**src/rtl/rx_serial_8n1.sv**
```systemverilog
// 8N1 asynchronous serial receiver, LSB first, oversampled by a free-running bit timer.
// Each good byte is reported with a one-cycle strobe; a low stop bit is reported as a framing error.
module rx_serial_8n1 #(
  parameter int CLKS_PER_BIT = 434,
  parameter int CNT_W        = 13
) (
  input  logic       clock,
  input  logic       reset,
  input  logic       entrada_serial,
  output logic [7:0] dados_ascii,
  output logic       pronto,
  output logic       erro,
  output logic [3:0] db_estado
);

  typedef enum logic [3:0] {
    S_IDLE      = 4'd0,
    S_START     = 4'd1,
    S_DATA      = 4'd2,
    S_STOP      = 4'd3,
    S_WAIT_IDLE = 4'd4
  } state_t;

  localparam logic [CNT_W-1:0] T_LAST = CNT_W'(CLKS_PER_BIT - 1);
  localparam logic [CNT_W-1:0] T_HALF = CNT_W'(CLKS_PER_BIT / 2 - 1);

  state_t           state_q, state_d;
  logic [1:0]       sync_q;
  logic [CNT_W-1:0] timer_q, timer_d;
  logic [7:0]       shift_q, shift_d;
  logic [2:0]       bit_idx_q, bit_idx_d;
  logic [7:0]       dados_q, dados_d;
  logic             pronto_q, pronto_d;
  logic             erro_q, erro_d;
  logic             rx_s;

  assign rx_s = sync_q[1];

  always_ff @(posedge clock or negedge reset) begin
    if (!reset) begin
      state_q   <= S_IDLE;
      sync_q    <= 2'b11;
      timer_q   <= '0;
      shift_q   <= '0;
      bit_idx_q <= '0;
      dados_q   <= '0;
      pronto_q  <= 1'b0;
      erro_q    <= 1'b0;
    end else begin
      state_q   <= state_d;
      sync_q    <= {sync_q[0], entrada_serial};
      timer_q   <= timer_d;
      shift_q   <= shift_d;
      bit_idx_q <= bit_idx_d;
      dados_q   <= dados_d;
      pronto_q  <= pronto_d;
      erro_q    <= erro_d;
    end
  end

  always_comb begin
    state_d   = state_q;
    shift_d   = shift_q;
    bit_idx_d = bit_idx_q;
    dados_d   = dados_q;
    pronto_d  = 1'b0;
    erro_d    = 1'b0;
    timer_d   = (timer_q == T_LAST) ? '0 : timer_q + CNT_W'(1);

    unique case (state_q)
      S_IDLE: begin
        if (!rx_s) state_d = S_START;
      end
      S_START: begin
        // Mid start bit: a line that has already returned high was only a glitch.
        if (timer_q == T_HALF) begin
          if (!rx_s) begin
            state_d   = S_DATA;
            bit_idx_d = '0;
          end else begin
            state_d = S_IDLE;
          end
        end
      end
      S_DATA: begin
        if (timer_q == T_LAST) begin
          shift_d   = {rx_s, shift_q[7:1]};
          bit_idx_d = bit_idx_q + 3'd1;
          if (bit_idx_q == 3'd7) state_d = S_STOP;
        end
      end
      S_STOP: begin
        if (timer_q == T_LAST) begin
          if (rx_s) begin
            dados_d  = shift_q;
            pronto_d = 1'b1;
            state_d  = S_IDLE;
          end else begin
            erro_d  = 1'b1;
            state_d = S_WAIT_IDLE;
          end
        end
      end
      S_WAIT_IDLE: begin
        // A held-low line is a break, not a start bit; wait for it to release.
        if (rx_s) state_d = S_IDLE;
      end
      default: state_d = S_IDLE;
    endcase

    if (state_d != state_q) timer_d = '0;
  end

  // pronto/erro are single-cycle strobes with no ready: the consumer must take
  // dados_ascii in the cycle pronto is high (it stays valid until the next good frame).
  assign dados_ascii = dados_q;
  assign pronto      = pronto_q;
  assign erro        = erro_q;
  assign db_estado   = state_q;

endmodule
```
**config.mk**
```make
export PLATFORM = sky130hd
export DESIGN_NAME = rx_serial_8n1
export DESIGN_NICKNAME = d
export VERILOG_FILES = /design/src/rtl/rx_serial_8n1.sv
export SDC_FILE = /design/constraint.sdc
export NUM_CORES = 1
export LEC_CHECK = 0
export BUFFER_PORTS_ARGS = -buffer_cell sky130_fd_sc_hd__buf_4
export CAP_MARGIN = 25
export CORE_ASPECT_RATIO = 0.9
export CORE_MARGIN = 1
export CORE_UTILIZATION = 31
export CTS_BUF_LIST = sky130_fd_sc_hd__clkbuf_16
export CTS_CLUSTER_SIZE = 8
export DETAILED_ROUTE_END_ITERATION = 8
export HOLD_SLACK_MARGIN = 0.12
export PLACE_DENSITY = 0.52
export SYNTH_ARGS = -nofsm -noshare
export SYNTH_HDL_FRONTEND = slang
export SYNTH_SLANG_ARGS = --single-unit
export TNS_END_PERCENT = 20
```
**constraint.sdc**
```tcl
create_clock -name clock -period 4.5 [get_ports clock]
set_input_delay 0.45 -clock clock [delete_from_list [all_inputs] [get_ports clock]]
set_output_delay 0.45 -clock clock [all_outputs]
set_load 0.1 [all_outputs]
```
# Yosys cells after proc, flatten, opt, wreduce, memory -nomap -nowiden
# Cells that the tools add are included.
# Widths: inputs -> output; s select.
# word_totals
regBits	40
input_bits	3
output_inout_bits	14
wordCells	47
# classes
addsub	2
n_eq_ne	11
mux	21
n_reduce_logical	5
# ops
operator	count
$mux 13	2
$mux 4	6
$pmux 4 s5	1
$add 13x1->13 const B	1
$eq 13x8->1 const B	1
$eq 13x9->1 const B	1
$mux 3	4
$eq 4x2->1 const B	2
$mux 1	6
$ne 2x2->1 const B	3
$pmux 3 s2	1
$eq 4x1->1 const B	1
$eq 4x3->1 const B	1
$logic_not 4->1	1
$ne 4x4->1	1
$reduce_and 4->1	1
$add 3x1->3 const B	1
$eq 3x3->1 const B	1
$reduce_and 3->1	1
$mux 2	1
$reduce_and 2->1	1
$reduce_bool 2->1	1

# Depth between registers and ports, before layout
# depth
ltp_word	6
mapped_depth	8

# Least setup slack after synthesis
# OpenSTA, ideal clock, no wires.
# synth_timing
path_type	flip-flop to flip-flop
startpoint	register state_q[1], in the netlist db_estado[1]
endpoint	register shift_q[0]
setup_ns	0.125
arrival_time_ns	2.539
required_ns	4.375
setup_slack_ns	1.836
path_stages_with_launch	8
n_path_buf	3
cell_sequence	dfrtp_1 buf_2 or3b_2 clkbuf_1 nor2_1 nand2_1 clkbuf_1 mux2_2
# synth_between
elab_chain_cells	2
# synth_lines
item	line_no	source
start, declared	27	state_t state_q, state_d;
start signal, assigned	50	state_q <= state_d;
$eq 4x2->1	70	unique case (state_q)
$reduce_and 2->1 (no source line)	--	
end signal, assigned	53	shift_q <= shift_d;
end, declared	30	logic [7:0] shift_q, shift_d;
# Every way passes these cells.
# A chain may end at the register's enable or synchronous reset.

# Worst setup path after layout
# layout_timing
startpoint	register timer_q[9]
endpoint	register bit_idx_q[1]
# layout_between
elab_chain_cells	3
word_cells_on_any_way	5
# layout_lines
item	line_no	source
start, declared	29	logic [CNT_W-1:0] timer_q, timer_d;
start signal, assigned	52	timer_q <= timer_d;
$eq 13x9->1 or $eq 13x8->1 (tied branches)	86, 76	
$ne 2x2->1 (no source line)	--	
$reduce_and 4->1 (no source line) *	--	
end signal, assigned	54	bit_idx_q <= bit_idx_d;
end, declared	31	logic [2:0] bit_idx_q, bit_idx_d;
# Every way passes the cells marked *; elsewhere a longest branch is shown, timed or not.

==> flow_metrics.env <==
export IMPL_grt_max_degree=41
export IMPL_synthArstFlopShare_pct=100
export IMPL_critPathArrivalTime_ps=2470
export IMPL_grt_pass1_wl_um=5440
export IMPL_grt_pass1_vias=1148
export IMPL_start_util_pct=32.3
export IMPL_synth_edff_count=0
export IMPL_hold_viol_final=0
export IMPL_clock_path_buffers=2
export IMPL_globalRouteOverflowTotal=0
export IMPL_syn_avg_cell_area_sq_um=11.7
export IMPL_postSynthCellCount=157
export IMPL_grt_setup_unrepaired="false"
export IMPL_antenna_cells=0
export IMPL_crit_required_ps=4670
export IMPL_cts_hold_buffers=0
export IMPL_yosysUniqueCellTypes=39
export IMPL_finalCriticalPeriod_ps=2300
export IMPL_rr_worst_depth=5
export IMPL_yosysWarningCount=0
export IMPL_dr_pass1_iters=4
export IMPL_root_buffer="clkbuf_16"
export IMPL_fmax_mhz=435
export IMPL_die_h_um=75.1
export IMPL_die_w_um=83.2
export IMPL_tritoncts="built"
export IMPL_setup_viol=0
export IMPL_tightest_slew_ps=592
export IMPL_core_area_sq_um=5690
export IMPL_syn_num_nets=165
export IMPL_hold_class="in -> async"
export IMPL_finalPower_mw=0.754
export IMPL_cts_resized_gates=0
export IMPL_vias=1190
export IMPL_dp_final_hpwl_um=2190
export IMPL_grtUsageTotal_pct=11.1
export IMPL_post_drt_wl_per_cell_um=13.1
export IMPL_cp_max_fo=11
export IMPL_slew_headroom_pct=60.5
export IMPL_place_inst=238
export IMPL_ys_ff_latch=40
export IMPL_fp_row_count=26
export IMPL_ys_flop_type="dfrtp_1"
export IMPL_clock_sinks=40
export IMPL_cts_buffers=5
export IMPL_synth_area_top_cells="dfrtp_1 (52%), mux2_2 (9.8%), nor2_1 (4.1%), ha_1 (3.4%), dfstp_2 (2.9%)"
export IMPL_clkTransAtPathRegs_ps=60
export IMPL_cp_start_kind="register"
export IMPL_stdcell_count=246
export IMPL_drive_gt1_share_pct=28.4
export IMPL_drc=0
export IMPL_fin_crit_sh_pct=51.1
export IMPL_io_pin_count=17
export IMPL_antenna_found_initial=0
export IMPL_powerDensity_nw_per_um2=347
export IMPL_clk_latency_ps=280
export IMPL_r2r_slack_ps=2200
export IMPL_place_congestion=0.781
export IMPL_utilization_pct=38.1
export IMPL_die_area_sq_um=6250
export IMPL_nNetsFinal=183
export IMPL_finalClockSkew_ps=5.17
export IMPL_synth_top_area_share_pct=51.7
export IMPL_post_cts_buffers=0
export IMPL_status="completed"
export IMPL_vias_per_cell=4.84
export IMPL_yosysSeqAreaShare_pct=54.5
export IMPL_p_leak_nw=1.01
export IMPL_initialDrtViolationCount=75
export IMPL_antenna_left=0
export IMPL_synthTopCellsByCount="dfrtp_1 (38), nor2_1 (20), mux2_2 (16), nand2_1 (9)"
export IMPL_worstSetupEndpointType="register"
export IMPL_syn_cell_area_sq_um=1840
export IMPL_htreeDepth=2
export IMPL_p_int_mw=0.579
export IMPL_synth_most_common_cell="dfrtp_1"
export IMPL_area_delta_synth_final_pct=17.9
export IMPL_p_clk_share_pct=44.9
export IMPL_p_sw_share_pct=23.2
export IMPL_vdd_ir_drop_worst_mv=0.156
export IMPL_seqPwrFrac_pct=49.3
export IMPL_fin_setup_tns_ps=0
export IMPL_share_comb_of_total_power_pct=5.8
export IMPL_p_sw_mw=0.175
export IMPL_io_buffers=16
export IMPL_crit_type="reg -> reg"
export IMPL_maxCapViolCount=0
export IMPL_finalWirelength_um=3230
export IMPL_maxSlewViolCount=0
export IMPL_yosys_area_top_type="dfrtp_1"
[worst paths after layout]
path                           startpoint            to
min in group clock         entrada_serial     sync_q[0]
max reg2reg                    timer_q[9]  bit_idx_q[1]
max                            timer_q[9]  bit_idx_q[1]
min reg2reg                     sync_q[0]     sync_q[1]
min                                 reset        pronto
max in group asynchronous           reset  bit_idx_q[0]
[cells by family after synthesis]
logic type,share of synthesized area [%]
flops,54.5
simple gates,18.7
buf+inv,2.31
fa+ha+maj,3.40
xor+xnor,5.23
other cells,0.204
mux,9.79
compound gates,5.85
[state kept, by name, summed over array words and instances, names as in the netlist]
name         cells
pronto           1
db_estado        4
shift_q          8
erro             1
dados_ascii      8
bit_idx_q        3
sync_q           2
timer_q         13
[area by class of cell]
type,instances,area [sq um]
Fill cell,551,3520
Clock inverter,3,16.3
Tap cell,70,87.6
Multi-Input combinational cell,106,795
Sequential cell,40,1000
Clock buffer,5,125
Timing Repair Buffer,16,120
Inverter,6,22.5
[worst max-delay path, cell delays in order, from the launching register on]
cell and delay [ps]:
dfrtp_1 410, or4_4 580, nor4_4 370, nand2_1 340
and2_1 280, a32o_1 210
[through the flow]
stage | area, sq um | worst slack, ps | hold WS, ps
after CTS | 2170 | 2190 | 160
after global placement | 2030 | 2240 | 349
after global routing | 2170 | 2000 | 181
after floorplan | 1840 | 1840 | 154
after detailed placement | 2030 | 2190 | 348
final | 2170 | 2200 | 129
[metal layers]
metal / GRT usage (%) / vias up / wire [um] / part of all wire, %
li1: - / 582 / - / -
met1: 15.2 / 587 / 1670 / 52
met2: 16.8 / 14 / 1410 / 44
met3: 2.52 / 7 / 84 / 2.6
met4: 5.75 / 0 / 65 / 2.0
met5: 0 / - / 0 / 0
[power groups by stage]
stage                     combinational, mW  clock [mW]  sequential (mW)
final                                0.0434       0.338            0.372
after global routing                 0.0478       0.361            0.373
after CTS                            0.0443       0.348            0.372
after detailed placement             0.0442           0            0.378
after global placement               0.0429           0            0.378
after floorplan                      0.0204           0            0.385
[cell usage in the layout, fill, tap and decap left out, drive strengths merged, types with 2 or more instances in the layout]
cell | Yosys | routed
nand3 | 4 | 4
o211ai | 2 | 2
nand3b | 2 | 2
or4 | 2 | 2
nor2 | 20 | 20
nor3 | 2 | 2
dfrtp | 38 | 38
mux2 | 16 | 16
o21ai | 3 | 3
buf | 1 | 16
nor3b | 2 | 2
dfstp | 2 | 2
a21oi | 3 | 3
or3b | 2 | 2
ha | 5 | 5
nand2b | 2 | 2
and2 | 2 | 2
nand2 | 9 | 9
and3 | 4 | 4
a32o | 2 | 2
inv | 6 | 7
clkbuf | 4 | 5
nor4 | 2 | 2
nand4 | 2 | 2
xnor2 | 5 | 5
xor2 | 6 | 6
No activity file was read; power rests on OpenSTA's default activity.
